==> config.mk <==
export PLATFORM = sky130hd
export DESIGN_NAME = wb_port_arbiter
export DESIGN_NICKNAME = d
export VERILOG_FILES = /design/src/rtl/wb_port_arbiter_pkg.sv /design/src/rtl/wb_result_fifo.sv /design/src/rtl/wb_port_arbiter.sv
export SDC_FILE = /design/constraint.sdc
export NUM_CORES = 1
export LEC_CHECK = 0
export BUFFER_PORTS_ARGS = -buffer_cell sky130_fd_sc_hd__buf_2
export CAP_MARGIN = 15
export CORE_ASPECT_RATIO = 0.75
export CORE_MARGIN = 1.5
export CORE_UTILIZATION = 48
export CTS_CLUSTER_SIZE = 14
export DETAILED_ROUTE_END_ITERATION = 10
export GPL_TIMING_DRIVEN = 0
export HOLD_SLACK_MARGIN = 0.05
export PLACE_DENSITY = 0.71
export SYNTH_ARGS = -nofsm -noshare
export SYNTH_HDL_FRONTEND = slang
export SYNTH_SLANG_ARGS = --single-unit
==> constraint.sdc <==
create_clock -name clk -period 5.45 [get_ports clk]
set_clock_uncertainty 0.05 [all_clocks]
set_input_delay 1.09 -clock clk [delete_from_list [all_inputs] [get_ports clk]]
set_output_delay 1.09 -clock clk [all_outputs]
set_load 0.1 [all_outputs]
==> src/rtl/wb_port_arbiter_pkg.sv <==
// Shared constants and types for the write-back port arbiter and its MDU result buffer.
package wb_port_arbiter_pkg;

   localparam int XLEN_DEF       = 64;
   localparam int REG_ADDR_W     = 5;
   localparam int DEPTH_DEF      = 2;
   localparam int STARVE_MAX_DEF = 4;

   typedef enum logic [1:0] {
      GNT_NONE = 2'd0,
      GNT_PIPE = 2'd1,
      GNT_MDU  = 2'd2
   } grant_e;

   typedef enum logic {
      ARB_RUN   = 1'b0,
      ARB_STALL = 1'b1
   } arb_state_e;

   // x0 is hardwired to zero, so any write aimed at it is discarded.
   function automatic logic is_x0(input logic [REG_ADDR_W-1:0] rd);
      return (rd == {REG_ADDR_W{1'b0}});
   endfunction

endpackage

==> src/rtl/wb_result_fifo.sv <==
// Circular buffer of MDU results. Each entry carries a live bit that a write-after-write
// kill port can clear by destination register; dead entries still occupy a slot until popped.
module wb_result_fifo
   import wb_port_arbiter_pkg::*;
#(
   parameter int XLEN  = XLEN_DEF,
   parameter int DEPTH = DEPTH_DEF
) (
   input  logic                    clk,
   input  logic                    reset,
   input  logic                    push,
   input  logic [REG_ADDR_W-1:0]   push_rd,
   input  logic [XLEN-1:0]         push_data,
   input  logic                    pop,
   input  logic                    kill,
   input  logic [REG_ADDR_W-1:0]   kill_rd,
   output logic                    head_valid,
   output logic                    head_live,
   output logic [REG_ADDR_W-1:0]   head_rd,
   output logic [XLEN-1:0]         head_data,
   output logic                    full,
   output logic                    empty_next,
   output logic [$clog2(DEPTH):0]  live_count
);

   localparam int PTR_W = $clog2(DEPTH);
   localparam logic [PTR_W-1:0] PTR_ONE  = {{(PTR_W-1){1'b0}}, 1'b1};
   localparam logic [PTR_W:0]   OCC_ONE  = {{PTR_W{1'b0}}, 1'b1};
   localparam logic [PTR_W:0]   OCC_FULL = (PTR_W+1)'(DEPTH);

   logic [PTR_W-1:0]      wr_ptr_r;
   logic [PTR_W-1:0]      rd_ptr_r;
   logic [PTR_W:0]        occ_r;
   logic [PTR_W:0]        occ_next_s;
   logic [DEPTH-1:0]      valid_r;
   logic [DEPTH-1:0]      live_r;
   logic [REG_ADDR_W-1:0] rd_mem_r   [DEPTH];
   logic [XLEN-1:0]       data_mem_r [DEPTH];

   assign head_valid = (occ_r != {(PTR_W+1){1'b0}});
   assign head_live  = live_r[rd_ptr_r];
   assign head_rd    = rd_mem_r[rd_ptr_r];
   assign head_data  = data_mem_r[rd_ptr_r];
   assign full       = (occ_r == OCC_FULL);
   assign empty_next = (occ_next_s == {(PTR_W+1){1'b0}});

   // Occupancy after this cycle's push/pop; a simultaneous push and pop leaves it unchanged.
   always_comb begin
      occ_next_s = occ_r;
      if (push && !pop) begin
         occ_next_s = occ_r + OCC_ONE;
      end else if (!push && pop) begin
         occ_next_s = occ_r - OCC_ONE;
      end else begin
         occ_next_s = occ_r;
      end
   end

   // Population count of live entries.
   always_comb begin
      live_count = {(PTR_W+1){1'b0}};
      for (int i = 0; i < DEPTH; i++) begin
         live_count = live_count + {{PTR_W{1'b0}}, live_r[i]};
      end
   end

   // Entry storage, pointers and per-entry live/valid state.
   always_ff @(posedge clk) begin
      if (!reset) begin
         wr_ptr_r <= {PTR_W{1'b0}};
         rd_ptr_r <= {PTR_W{1'b0}};
         occ_r    <= {(PTR_W+1){1'b0}};
         valid_r  <= {DEPTH{1'b0}};
         live_r   <= {DEPTH{1'b0}};
         for (int i = 0; i < DEPTH; i++) begin
            rd_mem_r[i]   <= {REG_ADDR_W{1'b0}};
            data_mem_r[i] <= {XLEN{1'b0}};
         end
      end else begin
         for (int i = 0; i < DEPTH; i++) begin
            if (kill && valid_r[i] && (rd_mem_r[i] == kill_rd)) begin
               live_r[i] <= 1'b0;
            end else begin
               live_r[i] <= live_r[i];
            end
         end
         // Pop and push touch different slots whenever both fire, so later writes win safely.
         if (pop) begin
            valid_r[rd_ptr_r] <= 1'b0;
            live_r[rd_ptr_r]  <= 1'b0;
            rd_ptr_r          <= rd_ptr_r + PTR_ONE;
         end else begin
            rd_ptr_r <= rd_ptr_r;
         end
         if (push) begin
            valid_r[wr_ptr_r]    <= 1'b1;
            live_r[wr_ptr_r]     <= 1'b1;
            rd_mem_r[wr_ptr_r]   <= push_rd;
            data_mem_r[wr_ptr_r] <= push_data;
            wr_ptr_r             <= wr_ptr_r + PTR_ONE;
         end else begin
            wr_ptr_r <= wr_ptr_r;
         end
         occ_r <= occ_next_s;
      end
   end

endmodule

==> src/rtl/wb_port_arbiter.sv <==
// Arbitrates the register-file write port between the WB stage and buffered MDU results,
// with pipeline priority, WAW kill of stale MDU results and a starvation-driven stall.
module wb_port_arbiter
   import wb_port_arbiter_pkg::*;
#(
   parameter int XLEN       = XLEN_DEF,
   parameter int DEPTH      = DEPTH_DEF,
   parameter int STARVE_MAX = STARVE_MAX_DEF
) (
   input  logic                    clk,
   input  logic                    reset,
   input  logic                    pipe_we_i,
   input  logic [REG_ADDR_W-1:0]   pipe_rd_i,
   input  logic [XLEN-1:0]         pipe_data_i,
   input  logic                    mdu_valid_i,
   output logic                    mdu_ready_o,
   input  logic [REG_ADDR_W-1:0]   mdu_rd_i,
   input  logic [XLEN-1:0]         mdu_data_i,
   output logic                    rf_we_o,
   output logic [REG_ADDR_W-1:0]   rf_rd_o,
   output logic [XLEN-1:0]         rf_data_o,
   output logic                    stall_o,
   output logic [$clog2(DEPTH):0]  pending_o
);

   localparam int CNT_W = $clog2(STARVE_MAX + 1);
   localparam logic [CNT_W-1:0] CNT_MAX = CNT_W'(STARVE_MAX);
   localparam logic [CNT_W-1:0] CNT_ONE = {{(CNT_W-1){1'b0}}, 1'b1};

   arb_state_e            state_r;
   logic [CNT_W-1:0]      starve_cnt_r;
   logic [CNT_W-1:0]      cnt_inc_s;
   grant_e                grant_s;
   logic                  pipe_req_s;
   logic                  push_hs_s;
   logic                  store_s;
   logic                  pop_s;
   logic                  head_valid_s;
   logic                  head_live_s;
   logic [REG_ADDR_W-1:0] head_rd_s;
   logic [XLEN-1:0]       head_data_s;
   logic                  full_s;
   logic                  empty_next_s;

   assign pipe_req_s  = pipe_we_i && !is_x0(pipe_rd_i);
   assign mdu_ready_o = reset && !full_s;
   assign push_hs_s   = mdu_valid_i && mdu_ready_o;
   // A result racing a granted pipe write to the same register is already stale.
   assign store_s     = push_hs_s && !is_x0(mdu_rd_i)
                        && !((grant_s == GNT_PIPE) && (mdu_rd_i == pipe_rd_i));
   assign pop_s       = head_valid_s && ((grant_s == GNT_MDU) || !head_live_s);
   assign stall_o     = (state_r == ARB_STALL);

   wb_result_fifo #(
      .XLEN  (XLEN),
      .DEPTH (DEPTH)
   ) u_fifo (
      .clk        (clk),
      .reset      (reset),
      .push       (store_s),
      .push_rd    (mdu_rd_i),
      .push_data  (mdu_data_i),
      .pop        (pop_s),
      .kill       (grant_s == GNT_PIPE),
      .kill_rd    (pipe_rd_i),
      .head_valid (head_valid_s),
      .head_live  (head_live_s),
      .head_rd    (head_rd_s),
      .head_data  (head_data_s),
      .full       (full_s),
      .empty_next (empty_next_s),
      .live_count (pending_o)
   );

   // Port grant: a stall cycle belongs to the buffer head, otherwise the pipeline wins.
   always_comb begin
      grant_s = GNT_NONE;
      if (state_r == ARB_STALL) begin
         if (head_live_s) begin
            grant_s = GNT_MDU;
         end else begin
            grant_s = GNT_NONE;
         end
      end else if (pipe_req_s) begin
         grant_s = GNT_PIPE;
      end else if (head_live_s) begin
         grant_s = GNT_MDU;
      end else begin
         grant_s = GNT_NONE;
      end
   end

   // Saturating increment of the starvation counter.
   always_comb begin
      if (starve_cnt_r == CNT_MAX) begin
         cnt_inc_s = CNT_MAX;
      end else begin
         cnt_inc_s = starve_cnt_r + CNT_ONE;
      end
   end

   // Stall FSM, starvation counter and the registered write port.
   always_ff @(posedge clk) begin
      if (!reset) begin
         state_r      <= ARB_RUN;
         starve_cnt_r <= {CNT_W{1'b0}};
         rf_we_o      <= 1'b0;
         rf_rd_o      <= {REG_ADDR_W{1'b0}};
         rf_data_o    <= {XLEN{1'b0}};
      end else begin
         rf_we_o <= (grant_s != GNT_NONE);
         case (grant_s)
            GNT_PIPE: begin
               rf_rd_o   <= pipe_rd_i;
               rf_data_o <= pipe_data_i;
            end
            GNT_MDU: begin
               rf_rd_o   <= head_rd_s;
               rf_data_o <= head_data_s;
            end
            default: begin
               rf_rd_o   <= rf_rd_o;
               rf_data_o <= rf_data_o;
            end
         endcase
         case (state_r)
            ARB_STALL: begin
               state_r      <= ARB_RUN;
               starve_cnt_r <= {CNT_W{1'b0}};
            end
            ARB_RUN: begin
               if ((grant_s == GNT_MDU) || empty_next_s) begin
                  state_r      <= ARB_RUN;
                  starve_cnt_r <= {CNT_W{1'b0}};
               end else if (head_live_s) begin
                  starve_cnt_r <= cnt_inc_s;
                  if (cnt_inc_s == CNT_MAX) begin
                     state_r <= ARB_STALL;
                  end else begin
                     state_r <= ARB_RUN;
                  end
               end else begin
                  state_r      <= ARB_RUN;
                  starve_cnt_r <= starve_cnt_r;
               end
            end
            default: begin
               state_r      <= ARB_RUN;
               starve_cnt_r <= {CNT_W{1'b0}};
            end
         endcase
      end
   end

endmodule

======== After elaboration in Yosys (flattened, before gate mapping) ========
Memory sizes are Yosys's and may differ from the RTL's. A register that Yosys moved wholly into a read port is not among the register bits.
Cells that the tools add are included.
cells by class
  eq/ne operators ......................... 9
  add/subtract/negate cells ............... 6
  order comparisons ....................... 4
  reductions and logical operators ........ 32
  multiplexer cells ....................... 45
  bitwise operators ....................... 6
operators with widths
  operator               number
  $pmux W64 S2           1
  $mux W64               1
  $reduce_or A64 Y1      1
  $mux W1                23
  $mux W2                11
  $eq A5 B5 Y1           3
  $logic_and A1 B1 Y1    15
  $logic_not A5 Y1       2
  $pmux W5 S2            1
  $mux W3                3
  $logic_not A1 Y1       7
  $eq A3 B3 Y1 const B   2
  $pmux W3 S2            1
  $reduce_bool A2 Y1     3
  $mux W5                1
  $reduce_or A5 Y1       1
  $and A2 B2 Y2          2
  $eq A2 B2 Y1 const B   2
  $lt A1 B2 Y1 const B   2
  $or A2 B2 Y2           2
  $add A3 B1 Y3 const B  1
  $ne A3 B3 Y1 const B   1
  $add A1 B1 Y1 const B  2
  $add A1 B1 Y2          1
  other kinds (10)       13
word-level totals
  RAM bits ................................ 138
  register bits ........................... 82
  memories ................................ 2
  word-level logic and storage cells ...... 114
memories
  name               depth  bits a word  rd ports  clocked after Yosys merged registers in  write ports  RTL line              text
  u_fifo.data_mem_r  2      64           1         1                                        2            wb_result_fifo.sv:38  logic [XLEN-1:0] data_mem_r [DEPTH];
  u_fifo.rd_mem_r    2      5            3         1                                        2            wb_result_fifo.sv:37  logic [REG_ADDR_W-1:0] rd_mem_r [DEPTH];

======== Longest topological paths before layout ========
  word-level depth ........................ 17
  gate-level depth with buffers ........... 9
  gate-level depth less buffers ........... 8

======== Modules after synthesis ========
From an unflattened synthesis, not the netlist that was laid out.
second synthesis, totals
  cell total of the unflattened synthesis .. 868
  area, all modules ....................... 10198.5 µm²
by module, submodules not included
  module           instances  cells an instance  sequential area each (µm²)  area each (µm²)
  wb_result_fifo   1          447                4324.1                      6535.0
  wb_port_arbiter  1          421                1481.4                      3663.5

======== Worst setup path after synthesis ========
OpenSTA, ideal clock, no wires.
  kind .................................... in2reg
  start point ............................. input port reset
  end point ............................... memory u_fifo.data_mem_r[0][0] (netlist name), enable pin
  arrival time ............................ 5.146 ns
  path slack .............................. -0.184 ns
  stages on the path ...................... 6
  path buffers ............................ 1
  cells stage by stage .................... nor2b_1 -> o211ai_1 -> a31oi_4 -> and2b_1 -> buf_4 -> nand2b_1
RTL lines
  element          RTL line               text
  start, declared  wb_port_arbiter.sv:11  input logic reset,
  end, declared    wb_result_fifo.sv:38

==> flow_metrics.env <==
export IMPL_synth_ff_type="edfxtp_1"
export IMPL_grt_pass1_vias=7008
export IMPL_power_switching_mw=2.044
export IMPL_maxSlewHeadroom=0.4139
export IMPL_synthesized_flop_and_latch_total=221
export IMPL_tritoncts="yes"
export IMPL_run_status="completed"
export IMPL_power_density_nw_per_um2=453.5
export IMPL_end_kind="register"
export IMPL_synth_area_per_cell_um2=11.41
export IMPL_placeableCoreArea_um2=20270
export IMPL_post_cts_resized=0
export IMPL_layout_drive_gt1_share=0.2524
export IMPL_clock_power_share=0.288
export IMPL_antenna_found_initial=4
export IMPL_max_freq_ghz=0.2980
export IMPL_synth_largest_area_cell="edfxtp_1"
export IMPL_rsz0062_at_grt="no"
export IMPL_worst_ep_required_time_ns=5.58
export IMPL_worst_setup_hold_path_clk_slew_ns=0.06
export IMPL_worst_skew_pair_late_latency_ns=0.50
export IMPL_clk_path_buf_depth=3
export IMPL_synth_nets=1019
export IMPL_p_int_mw=3.478
export IMPL_worstHoldPathType="register to register"
export IMPL_ir_worst_vdd_mv=0.2037
export IMPL_row_count=45
export IMPL_top_level_ports=216
export IMPL_first_pass_iters=5
export IMPL_pre_cts_slack_ns=1.579
export IMPL_cts_htree_levels=1
export IMPL_slew_violations=0
export IMPL_post_cts_setup_buffers=0
export IMPL_dr_first_iter_drc_count=445
export IMPL_vias_per_cell=5.329
export IMPL_initial_utilization=0.4909
export IMPL_critical_path_startpoint_category="input pin"
export IMPL_crit_path_max_fanout=37
export IMPL_period_share=0.6156
export IMPL_die_height_um=127.7
export IMPL_ys_top_cells_by_area="edfxtp_1, dfxtp_1, mux2i_1, a211oi_1, and2_1"
export IMPL_switching_share=0.3702
export IMPL_final_setup_viol_count=0
export IMPL_placedInstanceArea_um2=11410
export IMPL_detailroute_via_count=7418
export IMPL_final_nets=1260
export IMPL_grt_first_pass_wirelength_mm=38.01
export IMPL_worst_setup_slack_final_ns=2.095
export IMPL_area_grow_syn2layout_pct=22.41
export IMPL_totalWireLength_mm=25.17
export IMPL_synth_async_reset_ratio=0
export IMPL_post_synth_top_area_fraction=0.4165
export IMPL_design_die_area_um2=21610
export IMPL_sinks_on_clock_net=221
export IMPL_arrival_worst_endpoint_ns=3.48
export IMPL_grt_ovfl_total=0
export IMPL_place_detailed_hpwl_mm=17.67
export IMPL_synthesis_yosys_warnings=0
export IMPL_utilization=0.6009
export IMPL_hold_buffers=0
export IMPL_synth_seq_area_share=0.5835
export IMPL_worstMarginPinSlew_ns=0.8791
export IMPL_numPortBuffers=214
export IMPL_synth_lib_cells_used_distinct=40
export IMPL_pin_count_of_the_biggest_net_entering_global_routing=45
export IMPL_netlist_area_um2=9950
export IMPL_leakagePower_nw=5.118
export IMPL_comb_power_share=0.335
export IMPL_timing_worst_setup_path_type="input pin to register"
export IMPL_routed_wire_length_per_instance_um=18.08
export IMPL_proportion_of_power_drawn_by_flip_flops_and_latches=0.377
export IMPL_global_route_usage_total=0.2281
export IMPL_finalInstanceArea_um2=12180
export IMPL_post_synth_inst_count=872
export IMPL_timing_final_crit_period_ns=3.355
export IMPL_count_of_maximum_capacitance_violations=0
export IMPL_cts_buffers_inserted=23
export IMPL_setup_total_negative_slack_ns=0
export IMPL_hold_violations=0
export IMPL_synth_edf_count=138
export IMPL_chipWidth_um=169.2
export IMPL_clock_root_buffer="clkbuf_16"
export IMPL_gp_congestion=0.8112
export IMPL_remaining_antenna_violation_count_after_routing=0
export IMPL_remaining_drc_errors=0
## worst max-delay path: stages
cell and delay [ns]:
buf_2 0.14, or4_1 0.51, o21a_2 0.26, a31oi_4 0.23, and2b_1 0.16, buf_4 0.24, nand2b_4 0.51, buf_12 0.29
## power groups by stage
stage | logic [mW] | registers, mW | clock network (mW)
floorplan | 0.907 | 2.62 | 0
global placement | 1.82 | 2.11 | 0
detailed placement | 1.85 | 2.12 | 0
CTS | 1.85 | 2.08 | 1.60
global route | 1.99 | 2.10 | 1.67
finish | 1.85 | 2.08 | 1.59
## metal layers
layer,track usage,vias up,share of wire
met4,0.07496,0,0.027
met3,0.03797,45,0.061
met1,0.3312,3500,0.46
met5,0,-,0
met2,0.3500,255,0.45
li1,-,3618,-
## cell type report
class	count	area (um2)
fill	1758	8090
sequential	221	5806
multi-input combinational	573	3782
timing repair buffer	216	1119
clock buffer	30	621.8
buffer	74	361.6
tap	258	322.8
clock inverter	11	138.9
inverter	4	15.01
antenna	5	12.51
## cell families (layout without fill, tap and decap cells)
| group | after synthesis | count (layout) | share of synthesized area |
|---|---|---|---|
| multiplexers | 73 | 73 | 0.07394 |
| AO/OA/AOI/OAI | 157 | 157 | 0.1022 |
| buffers and inverters | 78 | 335 | 0.03785 |
| AND/OR/NAND/NOR | 320 | 320 | 0.1803 |
| other | 0 | 5 | 0 |
| XOR/XNOR | 18 | 18 | 0.01584 |
| adder cells (fa/ha/maj) | 5 | 5 | 0.006288 |
| flip-flops | 221 | 221 | 0.5835 |
## cells in the final DEF, fill, tap and decap left out, drive strengths merged, types with 5 or more instances in the layout
| master | n |
|---|---|
| and3 | 69 |
| clkinv | 8 |
| mux2i | 72 |
| dfxtp | 83 |
| and2 | 74 |
| xor2 | 14 |
| clkbuf | 82 |
| nor2b | 74 |
| edfxtp | 138 |
| nand2 | 8 |
| ha | 5 |
| a211oi | 69 |
| diode | 5 |
| buf | 238 |
| nor2 | 77 |
| a21oi | 75 |
## worst paths after layout
| path | endpoint | startpoint | cells past startpoint | slack, ns |
|---|---|---|---|---|
| setup / recovery | u_fifo.data_mem_r[0][11] | pipe_rd_i[3] | 8 | 2.09 |
| hold / removal | u_fifo.valid_r[1] | u_fifo.valid_r[1] | 1 | 0.46 |
| setup reg to reg | u_fifo.data_mem_r[0][11] | u_fifo.occ_r[0] | 9 | 2.52 |
| hold reg to reg | u_fifo.valid_r[1] | u_fifo.valid_r[1] | 1 | 0.46 |
## flip-flops by register name (all words and copies together), names as in the netlist, named ones only
signal / flops
rf_rd_o: 5
u_fifo.valid_r: 2
u_fifo.rd_mem_r: 10
rf_data_o: 64
rf_we_o: 1
u_fifo.live_r: 2
starve_cnt_r: 3
u_fifo.wr_ptr_r: 1
u_fifo.occ_r: 2
u_fifo.rd_ptr_r: 1
stall_o: 1
u_fifo.data_mem_r: 128
## cell usage after synthesis (5+ instances only)
cell type  count
a211oi_1      69
a21oi_1       74
and2_1        74
and3_1        69
buf_2         10
buf_6          7
clkbuf_1      46
clkbuf_2       6
dfxtp_1       83
edfxtp_1     138
ha_1           5
mux2i_1       71
nand2_1        8
nor2_1        77
nor2b_1       74
xor2_1        14
## metrics by stage
| step | hold WS [ns] | cells | power (mW) |
|---|---|---|---|
| 2_1_floorplan | 0.4161 | 872 | 3.532 |
| 3_3_place_gp | 0.4347 | 1344 | 3.935 |
| 3_5_place_dp | 0.4393 | 1346 | 3.964 |
| 4_1_cts | 0.4560 | 1387 | 5.538 |
| 5_1_grt | 0.4620 | 1391 | 5.761 |
| 6_report | 0.4612 | 1392 | 5.523 |
Note: power is estimated with default switching activity, not from simulation.
